## config.mk

```make
export PLATFORM = sky130hd
export DESIGN_NAME = e_stage_reg
export DESIGN_NICKNAME = d
export VERILOG_FILES = /design/src/rtl/e_stage_reg_pkg.sv /design/src/rtl/e_stage_reg_lu_hazard.sv /design/src/rtl/e_stage_reg.sv
export SDC_FILE = /design/constraint.sdc
export NUM_CORES = 1
export LEC_CHECK = 0
export CAP_MARGIN = 20
export CORE_MARGIN = 4
export CORE_UTILIZATION = 30
export CTS_BUF_LIST = sky130_fd_sc_hd__clkbuf_8
export CTS_CLUSTER_DIAMETER = 150
export CTS_CLUSTER_SIZE = 24
export DETAILED_ROUTE_END_ITERATION = 10
export GPL_TIMING_DRIVEN = 0
export PLACE_DENSITY = 0.66
export SETUP_SLACK_MARGIN = 0.1
export SLEW_MARGIN = 20
export SYNTH_ARGS = -nofsm -noshare
export SYNTH_HDL_FRONTEND = slang
export SYNTH_HIERARCHICAL = 1
export SYNTH_SLANG_ARGS = --single-unit
```

## constraint.sdc

```tcl
create_clock -name clk -period 13.4 [get_ports clk]
set_input_delay 2.01 -clock clk [delete_from_list [all_inputs] [get_ports clk]]
set_output_delay 2.01 -clock clk [all_outputs]
set_load 0.005 [all_outputs]
```

## src/rtl/e_stage_reg_pkg.sv

```systemverilog
// Shared pipeline constants and helpers for the execute-stage register.
// The E-register update decision is kept as a named enum so it reads clearly in the top module.
package e_stage_reg_pkg;

    localparam int PIPE_DATA_W     = 32;
    localparam int PIPE_ALU_CTRL_W = 3;
    localparam int REG_IDX_W       = 5;
    localparam int BUBBLE_CNT_W    = 16;

    localparam logic [BUBBLE_CNT_W-1:0] BUBBLE_CNT_MAX = '1;

    typedef enum logic [1:0] {
        E_LOAD   = 2'd0,
        E_HOLD   = 2'd1,
        E_BUBBLE = 2'd2
    } e_action_t;

    // Increment that sticks at the all-ones value instead of wrapping.
    function automatic logic [BUBBLE_CNT_W-1:0] sat_inc(input logic [BUBBLE_CNT_W-1:0] v);
        if (v == BUBBLE_CNT_MAX) begin
            return v;
        end
        return v + 1'b1;
    endfunction

endpackage

```

## src/rtl/e_stage_reg_lu_hazard.sv

```systemverilog
// Load-use hazard detector: a valid load in E whose destination feeds a source of D.
// Register $0 never produces a hazard since it is hard-wired to zero.
module lu_hazard
    import e_stage_reg_pkg::*;
(
    input  logic                 validE,
    input  logic                 dm2regE,
    input  logic                 we_regE,
    input  logic [REG_IDX_W-1:0] rtE,
    input  logic [REG_IDX_W-1:0] rsD,
    input  logic [REG_IDX_W-1:0] rtD,
    output logic                 hazard
);

    logic e_is_load;
    logic rt_nonzero;
    logic src_match;

    always_comb begin
        e_is_load  = validE & dm2regE & we_regE;
        rt_nonzero = (rtE != '0);
        src_match  = (rtE == rsD) | (rtE == rtD);
        hazard     = e_is_load & rt_nonzero & src_match;
    end

endmodule

```

## src/rtl/e_stage_reg.sv

```systemverilog
// Decode-to-execute pipeline register, captured on the falling clock edge, with
// load-use bubble insertion, flush/stall control and a saturating bubble counter.
module e_stage_reg
    import e_stage_reg_pkg::*;
#(
    parameter int DATA_W     = PIPE_DATA_W,
    parameter int ALU_CTRL_W = PIPE_ALU_CTRL_W
) (
    input  logic                    clk,
    input  logic                    rst,
    input  logic                    stall_e,
    input  logic                    flush_e,

    input  logic [DATA_W-1:0]       pc_plus4D,
    input  logic [DATA_W-1:0]       rd1D,
    input  logic [DATA_W-1:0]       rd2D,
    input  logic [DATA_W-1:0]       sext_immD,
    input  logic [REG_IDX_W-1:0]    rsD,
    input  logic [REG_IDX_W-1:0]    rtD,
    input  logic [REG_IDX_W-1:0]    rdD,
    input  logic [REG_IDX_W-1:0]    shamtD,
    input  logic                    we_regD,
    input  logic                    we_dmD,
    input  logic                    dm2regD,
    input  logic                    reg_dstD,
    input  logic                    alu_srcD,
    input  logic                    jal_dstD,
    input  logic [ALU_CTRL_W-1:0]   alu_ctrlD,

    output logic [DATA_W-1:0]       pc_plus4E,
    output logic [DATA_W-1:0]       rd1E,
    output logic [DATA_W-1:0]       rd2E,
    output logic [DATA_W-1:0]       sext_immE,
    output logic [REG_IDX_W-1:0]    rsE,
    output logic [REG_IDX_W-1:0]    rtE,
    output logic [REG_IDX_W-1:0]    rdE,
    output logic [REG_IDX_W-1:0]    shamtE,
    output logic                    we_regE,
    output logic                    we_dmE,
    output logic                    dm2regE,
    output logic                    reg_dstE,
    output logic                    alu_srcE,
    output logic                    jal_dstE,
    output logic [ALU_CTRL_W-1:0]   alu_ctrlE,

    output logic                    validE,
    output logic                    stall_fd,
    output logic [BUBBLE_CNT_W-1:0] bubble_cnt
);

    logic      hazard;
    e_action_t action;
    logic      insert_bubble;

    lu_hazard u_lu_hazard (
        .validE  (validE),
        .dm2regE (dm2regE),
        .we_regE (we_regE),
        .rtE     (rtE),
        .rsD     (rsD),
        .rtD     (rtD),
        .hazard  (hazard)
    );

    // Priority: flush squashes even a stalled E; a hazard only bubbles when E may advance.
    always_comb begin
        action = E_LOAD;
        if (flush_e) begin
            action = E_BUBBLE;
        end else if (stall_e) begin
            action = E_HOLD;
        end else if (hazard) begin
            action = E_BUBBLE;
        end
    end

    always_comb begin
        insert_bubble = (action == E_BUBBLE);
        stall_fd      = (hazard | stall_e) & ~flush_e & ~rst;
    end

    always_ff @(negedge clk or posedge rst) begin
        if (rst) begin
            pc_plus4E <= '0;
            rd1E      <= '0;
            rd2E      <= '0;
            sext_immE <= '0;
            rsE       <= '0;
            rtE       <= '0;
            rdE       <= '0;
            shamtE    <= '0;
            we_regE   <= 1'b0;
            we_dmE    <= 1'b0;
            dm2regE   <= 1'b0;
            reg_dstE  <= 1'b0;
            alu_srcE  <= 1'b0;
            jal_dstE  <= 1'b0;
            alu_ctrlE <= '0;
            validE    <= 1'b0;
        end else begin
            case (action)
                E_LOAD: begin
                    pc_plus4E <= pc_plus4D;
                    rd1E      <= rd1D;
                    rd2E      <= rd2D;
                    sext_immE <= sext_immD;
                    rsE       <= rsD;
                    rtE       <= rtD;
                    rdE       <= rdD;
                    shamtE    <= shamtD;
                    we_regE   <= we_regD;
                    we_dmE    <= we_dmD;
                    dm2regE   <= dm2regD;
                    reg_dstE  <= reg_dstD;
                    alu_srcE  <= alu_srcD;
                    jal_dstE  <= jal_dstD;
                    alu_ctrlE <= alu_ctrlD;
                    validE    <= 1'b1;
                end
                E_BUBBLE: begin
                    pc_plus4E <= '0;
                    rd1E      <= '0;
                    rd2E      <= '0;
                    sext_immE <= '0;
                    rsE       <= '0;
                    rtE       <= '0;
                    rdE       <= '0;
                    shamtE    <= '0;
                    we_regE   <= 1'b0;
                    we_dmE    <= 1'b0;
                    dm2regE   <= 1'b0;
                    reg_dstE  <= 1'b0;
                    alu_srcE  <= 1'b0;
                    jal_dstE  <= 1'b0;
                    alu_ctrlE <= '0;
                    validE    <= 1'b0;
                end
                default: begin
                    // E_HOLD: every field keeps its value
                end
            endcase
        end
    end

    always_ff @(negedge clk or posedge rst) begin
        if (rst) begin
            bubble_cnt <= '0;
        end else if (insert_bubble) begin
            bubble_cnt <= sat_inc(bubble_cnt);
        end
    end

endmodule

```

==> qor.csv, run 1 <==
stage,metric,value,unit
final_layout,nFillCells,1880,
cts,h-tree-depth,4,
yosys,synthTopCellsByArea,"dfrtn_1 68%, a22o_1 21%, clkbuf_1 1.8%, xor2_1 1.6%, xnor2_1 0.96%",
route,wl,20680,um
cts,cts_buffer_depth,2,
route,drt-initial-drc-count,250,
critical_path,cp_num_buf_inv,1,
yosys,yosys.area_share.adder,0.1952,%
yosys,synth-warning-count,6,
global_route,grt_max_degree,66,
critical_path,critPathMaxStageDelay,0.54,ns
min_path,holdPathEnd,bubble_cnt[14],
yosys,synth_top_area_share,67.93,%
power,power.internal,0.8534,mW
critical_path,start_kind,flop,
global_route,antenna_found_initial,1,
place,place_ws,1.779,ns
final_layout,multi_input_area,0.001919,sq mm
critical_path,worstPathCellList,xor2_1 -> nor3_1 -> nand3_1 -> a21oi_1 -> nor2_1 -> nor3_1 -> clkdlybuf4s50_1,
timing,holdWs,0.4349,ns
critical_path,crit_fanout,5,
die,io_pins,336,
min_path,min_path_cells,1,
outcome,outcome,finished clean,
power,total_power,1.178,mW
yosys,ys_seq_elements,174,
yosys,synth_simple_gate_area_share,3.514,%
power,pwr-share-clk,30.8,%
route,viasPerCell,4.758,
critical_path,rr_worst_depth,7,
yosys,synth_flop_cell,dfrtn_1,
yosys,netlist_area,0.006410,sq mm
route,via_count,5186,
die,coreArea,0.02102,sq mm
final_layout,synthToLayoutAreaGrowth,64.47,%
critical_path,cp.required,11.39,ns
final_layout,drive_gt1_share,5.037,%
cts,cts_root_buf,clkbuf_8,
final_layout,ff_latch_area,0.004354,sq mm
critical_path,path_class,flop to output port,
cts,cts_tree,yes,
run,cap_viol_max_count,0,
cts,cts.clk_slew.worst_paths,0.07,ns
final_layout,final_cell_count_no_fill,1090,
critical_path,regToRegStartpoint,rtE[1],
critical_path,reg2reg_slack,10.45,ns
final_layout,fin_util,50.15,%
timing,finalHoldViolCount,0,
die,start_util,30.49,%
min_path,hp-class,flop to flop,
timing,rsz0062_at_grt,no,
power,swShare,27.57,%
critical_path,crit_path_frequent_cell,nor3_1,
place,dp_hpwl,15390,um
timing,slew_headroom,55.07,%
critical_path,r2r-end,alu_srcE,
yosys,synth_top_area_cell,dfrtn_1,
yosys,synthArstFlopShare,100.0,%
yosys,synth_top_family_by_area,compound AO/OA/AOI/OAI gates,
route,drtAntennaViolNets,0,
power,ir_worst_vdd,65.58,uV
power,pwr-share-comb,18.2,%
power,power.switching,0.3248,mW
critical_path,critical_path.top_delay_family,simple AND/OR/NAND/NOR gates,
global_route,grt_first_pass_wirelength,32490,um
global_route,overflow,0,
cts,cts_setup_buffers,0,
cts,numCtsBuffers,17,
route,drc_errors,0,
die,die_area,0.02377,sq mm
yosys,synth_cells,446,
power,power_density,111.8,mW/mm^2
yosys,synth_edf_count,0,
yosys,avgSynthCellArea,14.37,sq um
timing,finalSetupViolCount,0,
cts,cts-resized-gates,0,
yosys,synth_mux_area_share,0.5661,%
place,portBuffers,334,
yosys,seq_area_frac_synth,67.93,%
yosys,synth_compound_area_share,23.07,%
global_route,grt_pass1_vias,5721,
final_layout,nets,963,
critical_path,crit_path_end_kind,output port,
critical_path,slowest_stage,clkdlybuf4s50_1,
timing,finalMaxSlewViolations,0,
min_path,min-delay-start,bubble_cnt[14],
critical_path,cp.arrival,9.15,ns
timing,worst_slew_pin_slew,0.6740,ns
route,drt-pass1-iter-count,4,
place,dpl.cell_count,1057,
power,p_seq_share,51.0,%
cts,clk_latency,0.40,ns
die,fp-row-count,53,
power,power.leakage,4.641,nW
cts,clock_sinks,174,
die,die_x,154.2,um
yosys,synthXorXnorAreaFrac,2.596,%
timing,fin_ws,2.242,ns
die,dieHeight,154.2,um
timing,finClkSkew,0.01183,ns
global_route,grt_usage,17.19,%
yosys,synth_cell_types,33,
cts,hold_buffers,0,
yosys,syn-num-nets,608,
route,wl_per_cell,18.97,um
place,gp_congestion,0.7596,
## cell usage after synthesis (all sizes together) (2+ instances only)
| cell type | instances |
|---|---|
| nor3 | 7 |
| nand2 | 6 |
| xnor2 | 7 |
| and3 | 2 |
| a22o | 157 |
| o2111ai | 2 |
| o21a | 2 |
| nand4 | 2 |
| dfrtn | 174 |
| or4 | 2 |
| nor2 | 6 |
| o21ai | 4 |
| buf | 4 |
| o21bai | 2 |
| mux2 | 2 |
| clkbuf | 31 |
| a21oi | 3 |
| nor2b | 3 |
| xor2 | 12 |
| nand3 | 10 |
## per-layer routing
metal | part of all wire [%] | vias up | GRT usage, % | wire length, um
met4 | 2.1 | 0 | 5.425 | 444
met1 | 41 | 2515 | 20.97 | 8432
met5 | 0 | - | 0 | 0
met2 | 48 | 230 | 28.12 | 9903
li1 | - | 2419 | - | -
met3 | 9.2 | 22 | 6.771 | 1902
## logic make-up after synthesis
kind of cell | Yosys count
and+or+nand+nor | 41
DFF | 174
AOI/OAI and AO/OA | 172
xor gates and xnor gates | 19
buffers and inverters | 36
adders and majority gates | 1
muxes | 3
## sequential cells by signal, indices dropped and copies added (netlist names)
signal and count:
alu_ctrlE 3, shamtE 5, rsE 5, sext_immE 32, we_dmE 1, rtE 5
alu_srcE 1, rd2E 32, rd1E 32, dm2regE 1, reg_dstE 1, we_regE 1
bubble_cnt 16, rdE 5, validE 1, jal_dstE 1, pc_plus4E 32
## placed cells by master, fill, tap and decap left out, types with 2 or more instances in the layout
cell / instances
clkdlybuf4s50_1: 334
dfrtn_1: 174
a22o_1: 157
clkbuf_1: 31
clkbuf_8: 19
xor2_1: 12
nand3_1: 10
nor3_1: 7
xnor2_1: 7
inv_6: 7
nor2_1: 6
nand2_1: 6
inv_8: 5
o21ai_0: 4
nor2b_1: 3
buf_1: 3
a21oi_1: 3
and3_1: 2
o2111ai_1: 2
o21bai_1: 2
buf_16: 2
## metrics by stage
stage	cell area, sq um	setup TNS [ns]
finish	10540	0
global route	10540	0
CTS	10540	0
detailed placement	10160	0
global placement	10100	-400.33
floorplan	6410	0
## worst max path at each step
stage / start / slack, ns / to / depth (start not counted)
after detailed placement: rsD[4] / 1.78 / alu_srcE / 9
final: rtE[2] / 2.24 / stall_fd / 7
after global routing: rtE[2] / 2.04 / stall_fd / 7
after floorplan: rst / 0.15 / alu_ctrlE[0] / 1
after global placement: rst / -2.32 / rd1E[8] / 2
after CTS: rtE[2] / 2.19 / stall_fd / 7
## power groups by stage
| stage | Sequential (mW) | Combinational, mW | Clock [mW] |
|---|---|---|---|
| floorplan | 0.608 | 0.0642 | 0 |
| global placement | 0.610 | 0.212 | 0 |
| detailed placement | 0.609 | 0.218 | 0 |
| CTS | 0.601 | 0.218 | 0.380 |
| global route | 0.607 | 0.232 | 0.399 |
| finish | 0.601 | 0.214 | 0.363 |
## final cells by class
type                       instances  area share (%)
sequential                       174           41.30
timing repair buffer             336           32.23
multi-input combinational        236           18.21
tap                              275           3.264
clock buffer                      19           2.480
buffer                            35           1.258
clock inverter                    13           1.127
inverter                           1          0.1068
antenna                            1         0.02374
No activity file was read; power rests on OpenSTA's default activity.
==> inputs of run 2 (changes only) <==
- PLACE_DENSITY: 0.66 -> 0.68
- clock period: 13.4 -> 9.05 ns (I/O delays scaled with it)
==> qor.csv, run 2 (same netlist as run 1, synthesis figures left out) <==
stage,metric,value,unit,change
min_path,holdPathEnd,bubble_cnt[14],,
route,viasPerCell,4.788,,+0.64%
cts,clock_sinks,174,,unchanged
critical_path,reg2reg_slack,5.97,ns,-4.48 ns
timing,rsz0062_at_grt,no,,
die,die_x,154.2,um,unchanged
critical_path,start_kind,primary input,,
global_route,overflow,0,,unchanged
global_route,grt_usage,17.48,%,+0.30 points
die,io_pins,336,,unchanged
cts,cts_tree,yes,,
route,drt-pass1-iter-count,5,,+1
power,ir_worst_vdd,84.51,uV,+29%
final_layout,drive_gt1_share,5.147,%,+0.11 points
final_layout,diodes,0,,-1
timing,slew_headroom,50.46,%,-4.6 points
timing,setup-tns-final,0,ns,unchanged
cts,cts_root_buf,clkbuf_8,,
critical_path,path_class,primary input to flop,,
route,drt-initial-drc-count,189,,-24%
place,portBuffers,334,,unchanged
power,power.leakage,4.649,nW,+0.16%
final_layout,layout_commonest_cell,clkdlybuf4s50_1,,
route,via_count,5224,,+0.73%
critical_path,cp.arrival,4.19,ns,-4.96 ns
die,dieHeight,154.2,um,unchanged
outcome,outcome,finished clean,,
final_layout,synthToLayoutAreaGrowth,64.94,%,
min_path,min_path_cells,1,,unchanged
global_route,grt_max_degree,34,,-48%
route,drtAntennaViolNets,0,,unchanged
die,fp-row-count,53,,unchanged
min_path,hp-class,flop to flop,,
cts,cts-resized-gates,0,,unchanged
critical_path,crit_fanout,10,,+5
die,coreArea,0.02102,sq mm,unchanged
cts,cts_setup_buffers,0,,unchanged
die,start_util,30.49,%,unchanged
critical_path,r2r-end,we_dmE,,
timing,finClkSkew,0.01012,ns,-0.001701 ns
critical_path,rr_worst_depth,7,,unchanged
min_path,min-delay-start,bubble_cnt[14],,
global_route,grt_pass1_vias,5534,,-3.3%
final_layout,nets,966,,+0.31%
place,dp_hpwl,15950,um,+3.7%
timing,finalSetupViolCount,0,,unchanged
route,wl,21100,um,+2.0%
critical_path,cp.required,4.95,ns,-6.44 ns
cts,numCtsBuffers,17,,unchanged
timing,worst_slew_pin_slew,0.7375,ns,+0.06348 ns
route,wl_per_cell,19.34,um,+1.9%
timing,holdWs,0.4382,ns,+0.003359 ns
cts,cts_buffer_depth,2,,unchanged
critical_path,regToRegStartpoint,rtE[1],,
route,drc_errors,0,,unchanged
global_route,grt_first_pass_wirelength,32570,um,+0.27%
timing,finalHoldViolCount,0,,unchanged
cts,clk_latency,0.39,ns,about the same
final_layout,final_cell_mix,"334 x clkdlybuf4s50_1, 174 x dfrtn_1, 157 x a22o_1",,
timing,fin_ws,0.7623,ns,-1.480 ns
final_layout,fin_util,50.29,%,+0.14 points
die,die_area,0.02377,sq mm,unchanged
place,place_ws,0.2785,ns,-1.501 ns
global_route,antenna_found_initial,0,,-1
cts,h-tree-depth,4,,unchanged
place,gp_congestion,0.7910,,+4.1%
critical_path,crit_path_end_kind,flop,,
cts,hold_buffers,0,,unchanged
power,power_density,164.5,mW/mm^2,+47%
timing,finalMaxSlewViolations,0,,unchanged
cts,cts.clk_slew.worst_paths,0.06,ns,about the same
run,cap_viol_max_count,0,,unchanged
## run 2: changes by cell type in the layout (fill, tap and decap cells not counted)
| cell | change |
|---|---|
| buf_12 | +5 |
| clkinv_4 | +4 |
| inv_1 | +1 |
| inv_6 | -4 |
| clkinvlp_4 | +2 |
| diode_2 | -1 |
| bufinv_16 | +1 |
| clkbuf_8 | -2 |
| buf_16 | -2 |
| inv_8 | -3 |
## run 2: power by group
group | switching (mW) | internal (mW)
sequential | 0.0492 | 0.841
combinational | 0.115 | 0.206
clock | 0.305 | 0.223
total | 0.469 | 1.27
## run 2: worst max path at each step
stage / start / to / slack [ns] / depth (start not counted)
finish: rsD[4] / we_dmE / 0.76 / 9
global route: rsD[4] / we_dmE / 0.57 / 9
CTS: rsD[4] / shamtE[4] / 0.71 / 9
detailed placement: rsD[4] / rd2E[31] / 0.28 / 9
global placement: rst / rd1E[4] / -0.50 / 2
floorplan: rst / alu_ctrlE[0] / 1.06 / 1
## run 2: cell type report
type,count,area (sq um)
plain buffers,35,132.6
clock buffers,17,234.0
clock inverters,14,137.6
fillers,1856,10450
inverters,1,7.507
multi-input cells,236,1919
flip-flops and latches,174,4354
well taps,275,344.1
repair buffers,339,3443
## run 2: critical path, cell delays in order
cell	delay (ns)
clkdlybuf4s50_1	0.52
xor2_1	0.18
nor3_1	0.06
nand3_1	0.08
a21oi_1	0.11
nor3_1	0.58
clkbuf_1	0.61
clkbuf_1	0.46
a22o_1	0.21
## run 2: routing by layer
metal  share of wire [%]  wire (um)  track usage [%]  vias up
met5                   0          0                0        -
met4                 1.2        261            4.836        0
met3                 7.8       1646            5.512       17
met2                  50      10500            29.28      214
met1                  41       8688            21.95     2569
li1                    -          -                -     2424
## run 2: stage by stage
step                std cells  area (sq um)  total power [mW]
floorplan                 446          6414            0.9957
global placement         1055         10100             1.219
detailed placement       1060         10200             1.230
CTS                      1091         10570             1.771
global route             1091         10570             1.827
finish                   1091         10570             1.739
==> inputs of run 3 (changes only) <==
- CTS_BUF_LIST: sky130_fd_sc_hd__clkbuf_8 -> unset
==> qor.csv, run 3 (same netlist as run 1, synthesis figures left out) <==
stage,metric,value,unit,change
outcome,outcome,finished clean,,
final_layout,fin_area,0.01076,sq mm,+1.8%
cts,clock_sinks,174,,unchanged
cts,cts_setup_buffers,0,,unchanged
critical_path,start_kind,primary input,,
global_route,grt_max_degree,34,,unchanged
critical_path,crit_fanout,10,,unchanged
die,fp-row-count,53,,unchanged
die,die_area,0.02377,sq mm,unchanged
route,drc_errors,0,,unchanged
critical_path,r2r-end,we_dmE,,
global_route,grt_first_pass_wirelength,32670,um,+0.30%
critical_path,crit_path_end_kind,flop,,
cts,h-tree-depth,4,,unchanged
route,drt-initial-drc-count,188,,-0.53%
die,io_pins,336,,unchanged
cts,cts_buffer_depth,2,,unchanged
power,ir_worst_vdd,103.5,uV,+22%
final_layout,layout_commonest_cell,clkdlybuf4s50_1,,
cts,cts.clk_slew.worst_paths,0.05,ns,about the same
power,pwr-share-comb,16.6,%,-1.8 points
power,power.switching,0.4921,mW,+4.9%
timing,worst_slew_pin_slew,0.7355,ns,-0.001938 ns
final_layout,diodes,0,,unchanged
timing,rsz0062_at_grt,no,,
place,place_ws,0.2785,ns,unchanged
timing,slew_headroom,50.59,%,+0.13 points
critical_path,slowest_stage,clkbuf_1,,
die,die_x,154.2,um,unchanged
final_layout,synthToLayoutAreaGrowth,67.93,%,
timing,fin_ws,0.7398,ns,-0.02249 ns
timing,finalHoldViolCount,0,,unchanged
global_route,overflow,0,,unchanged
run,cap_viol_max_count,0,,unchanged
cts,cts_root_buf,clkbuf_16,,
timing,finClkSkew,0.007676,ns,-0.002449 ns
cts,cts_tree,yes,,
place,place_area,0.01020,sq mm,unchanged
final_layout,nets,966,,unchanged
critical_path,cp.arrival,4.21,ns,+0.02 ns
min_path,min_path_cells,1,,unchanged
global_route,antenna_found_initial,0,,unchanged
route,drt-pass1-iter-count,5,,unchanged
global_route,grt_pass1_vias,5556,,+0.40%
route,wl_per_cell,19.42,um,+0.40%
die,coreArea,0.02102,sq mm,unchanged
route,wl,21180,um,+0.40%
min_path,holdPathEnd,bubble_cnt[14],,
final_layout,drive_gt1_share,5.147,%,unchanged
critical_path,rr_worst_depth,7,,unchanged
cts,cts-resized-gates,0,,unchanged
route,via_count,5236,,+0.23%
power,power.internal,1.434,mW,+13%
global_route,grt_usage,17.49,%,about the same
route,viasPerCell,4.799,,+0.23%
power,power.leakage,4.728,nW,+1.7%
critical_path,regToRegStartpoint,rtE[1],,
cts,clk_latency,0.39,ns,about the same
power,power_density,178.9,mW/mm^2,+8.8%
min_path,min-delay-start,bubble_cnt[14],,
critical_path,cp.required,4.95,ns,about the same
critical_path,path_class,primary input to flop,,
place,gp_congestion,0.7910,,unchanged
timing,finalSetupViolCount,0,,unchanged
power,p_seq_share,46.2,%,-5.0 points
final_layout,final_cell_mix,"334 x clkdlybuf4s50_1, 174 x dfrtn_1, 157 x a22o_1",,
power,swShare,25.55,%,-1.4 points
die,start_util,30.49,%,unchanged
min_path,hp-class,flop to flop,,
route,drtAntennaViolNets,0,,unchanged
power,pwr-share-clk,37.1,%,+6.7 points
die,dieHeight,154.2,um,unchanged
critical_path,critPathMaxStageDelay,0.63,ns,+0.02 ns
place,dp_hpwl,15950,um,unchanged
cts,hold_buffers,0,,unchanged
place,portBuffers,334,,unchanged
critical_path,reg2reg_slack,5.97,ns,about the same
cts,numCtsBuffers,17,,unchanged
critical_path,critical_path.top_delay_family,buffers and inverters,,
critical_path,cp_num_buf_inv,3,,unchanged
critical_path,worstPathCellList,clkdlybuf4s50_1 -> xor2_1 -> nor3_1 -> nand3_1 -> a21oi_1 -> nor3_1 -> clkbuf_1 -> clkbuf_1 -> a22o_1,,
timing,finalMaxSlewViolations,0,,unchanged
==> run 3: changes by cell type in the layout (fill, tap and decap cells not counted), sizes merged <==
cell and delta:
clkbuf +2, inv -2
==> run 3: cell type report <==
type                    instances  area (sq um)
inverters                       1         7.507
clock inverters                12         130.1
multi-input cells             236          1919
fillers                      1833         10260
flip-flops and latches        174          4354
clock buffers                  19         432.9
well taps                     275         344.1
plain buffers                  35         132.6
repair buffers                339          3443
==> run 3: power groups by stage <==
stage / clock (mW) / sequential, mW / combinational, mW
5_1_grt: 0.769 / 0.899 / 0.346
6_report: 0.715 / 0.891 / 0.321
4_1_cts: 0.739 / 0.891 / 0.328
3_3_place_gp: 0 / 0.903 / 0.316
2_1_floorplan: 0 / 0.900 / 0.0952
3_5_place_dp: 0 / 0.904 / 0.327
==> run 3: layer usage <==
| layer | GRT usage, % | share of wire (%) |
|---|---|---|
| met3 | 5.680 | 7.7 |
| met5 | 0 | 0 |
| met1 | 22.10 | 42 |
| met2 | 29.31 | 50 |
| met4 | 4.205 | 1.2 |
==> run 3: how the worst max path moves through the flow <==
stage | startpoint | depth (start not counted) | endpoint
after floorplan | rst | 1 | alu_ctrlE[0]
after global placement | rst | 2 | rd1E[4]
after detailed placement | rsD[4] | 9 | rd2E[31]
after CTS | rsD[4] | 9 | shamtE[4]
after global routing | rsD[4] | 9 | we_dmE
final | rsD[4] | 9 | we_dmE
==> run 3: metrics by stage <==
stage	total power, mW	utilization [%]	setup TNS (ns)	instances	hold slack (ns)
after CTS	1.958	51.21	0	1091	0.4385
after global routing	2.014	51.21	0	1091	0.4565
after floorplan	0.9957	-	0	446	0.4209
after detailed placement	1.230	48.53	0	1060	0.4377
final	1.926	51.21	0	1091	0.4368
after global placement	1.219	48.05	-84.77	1055	0.4260
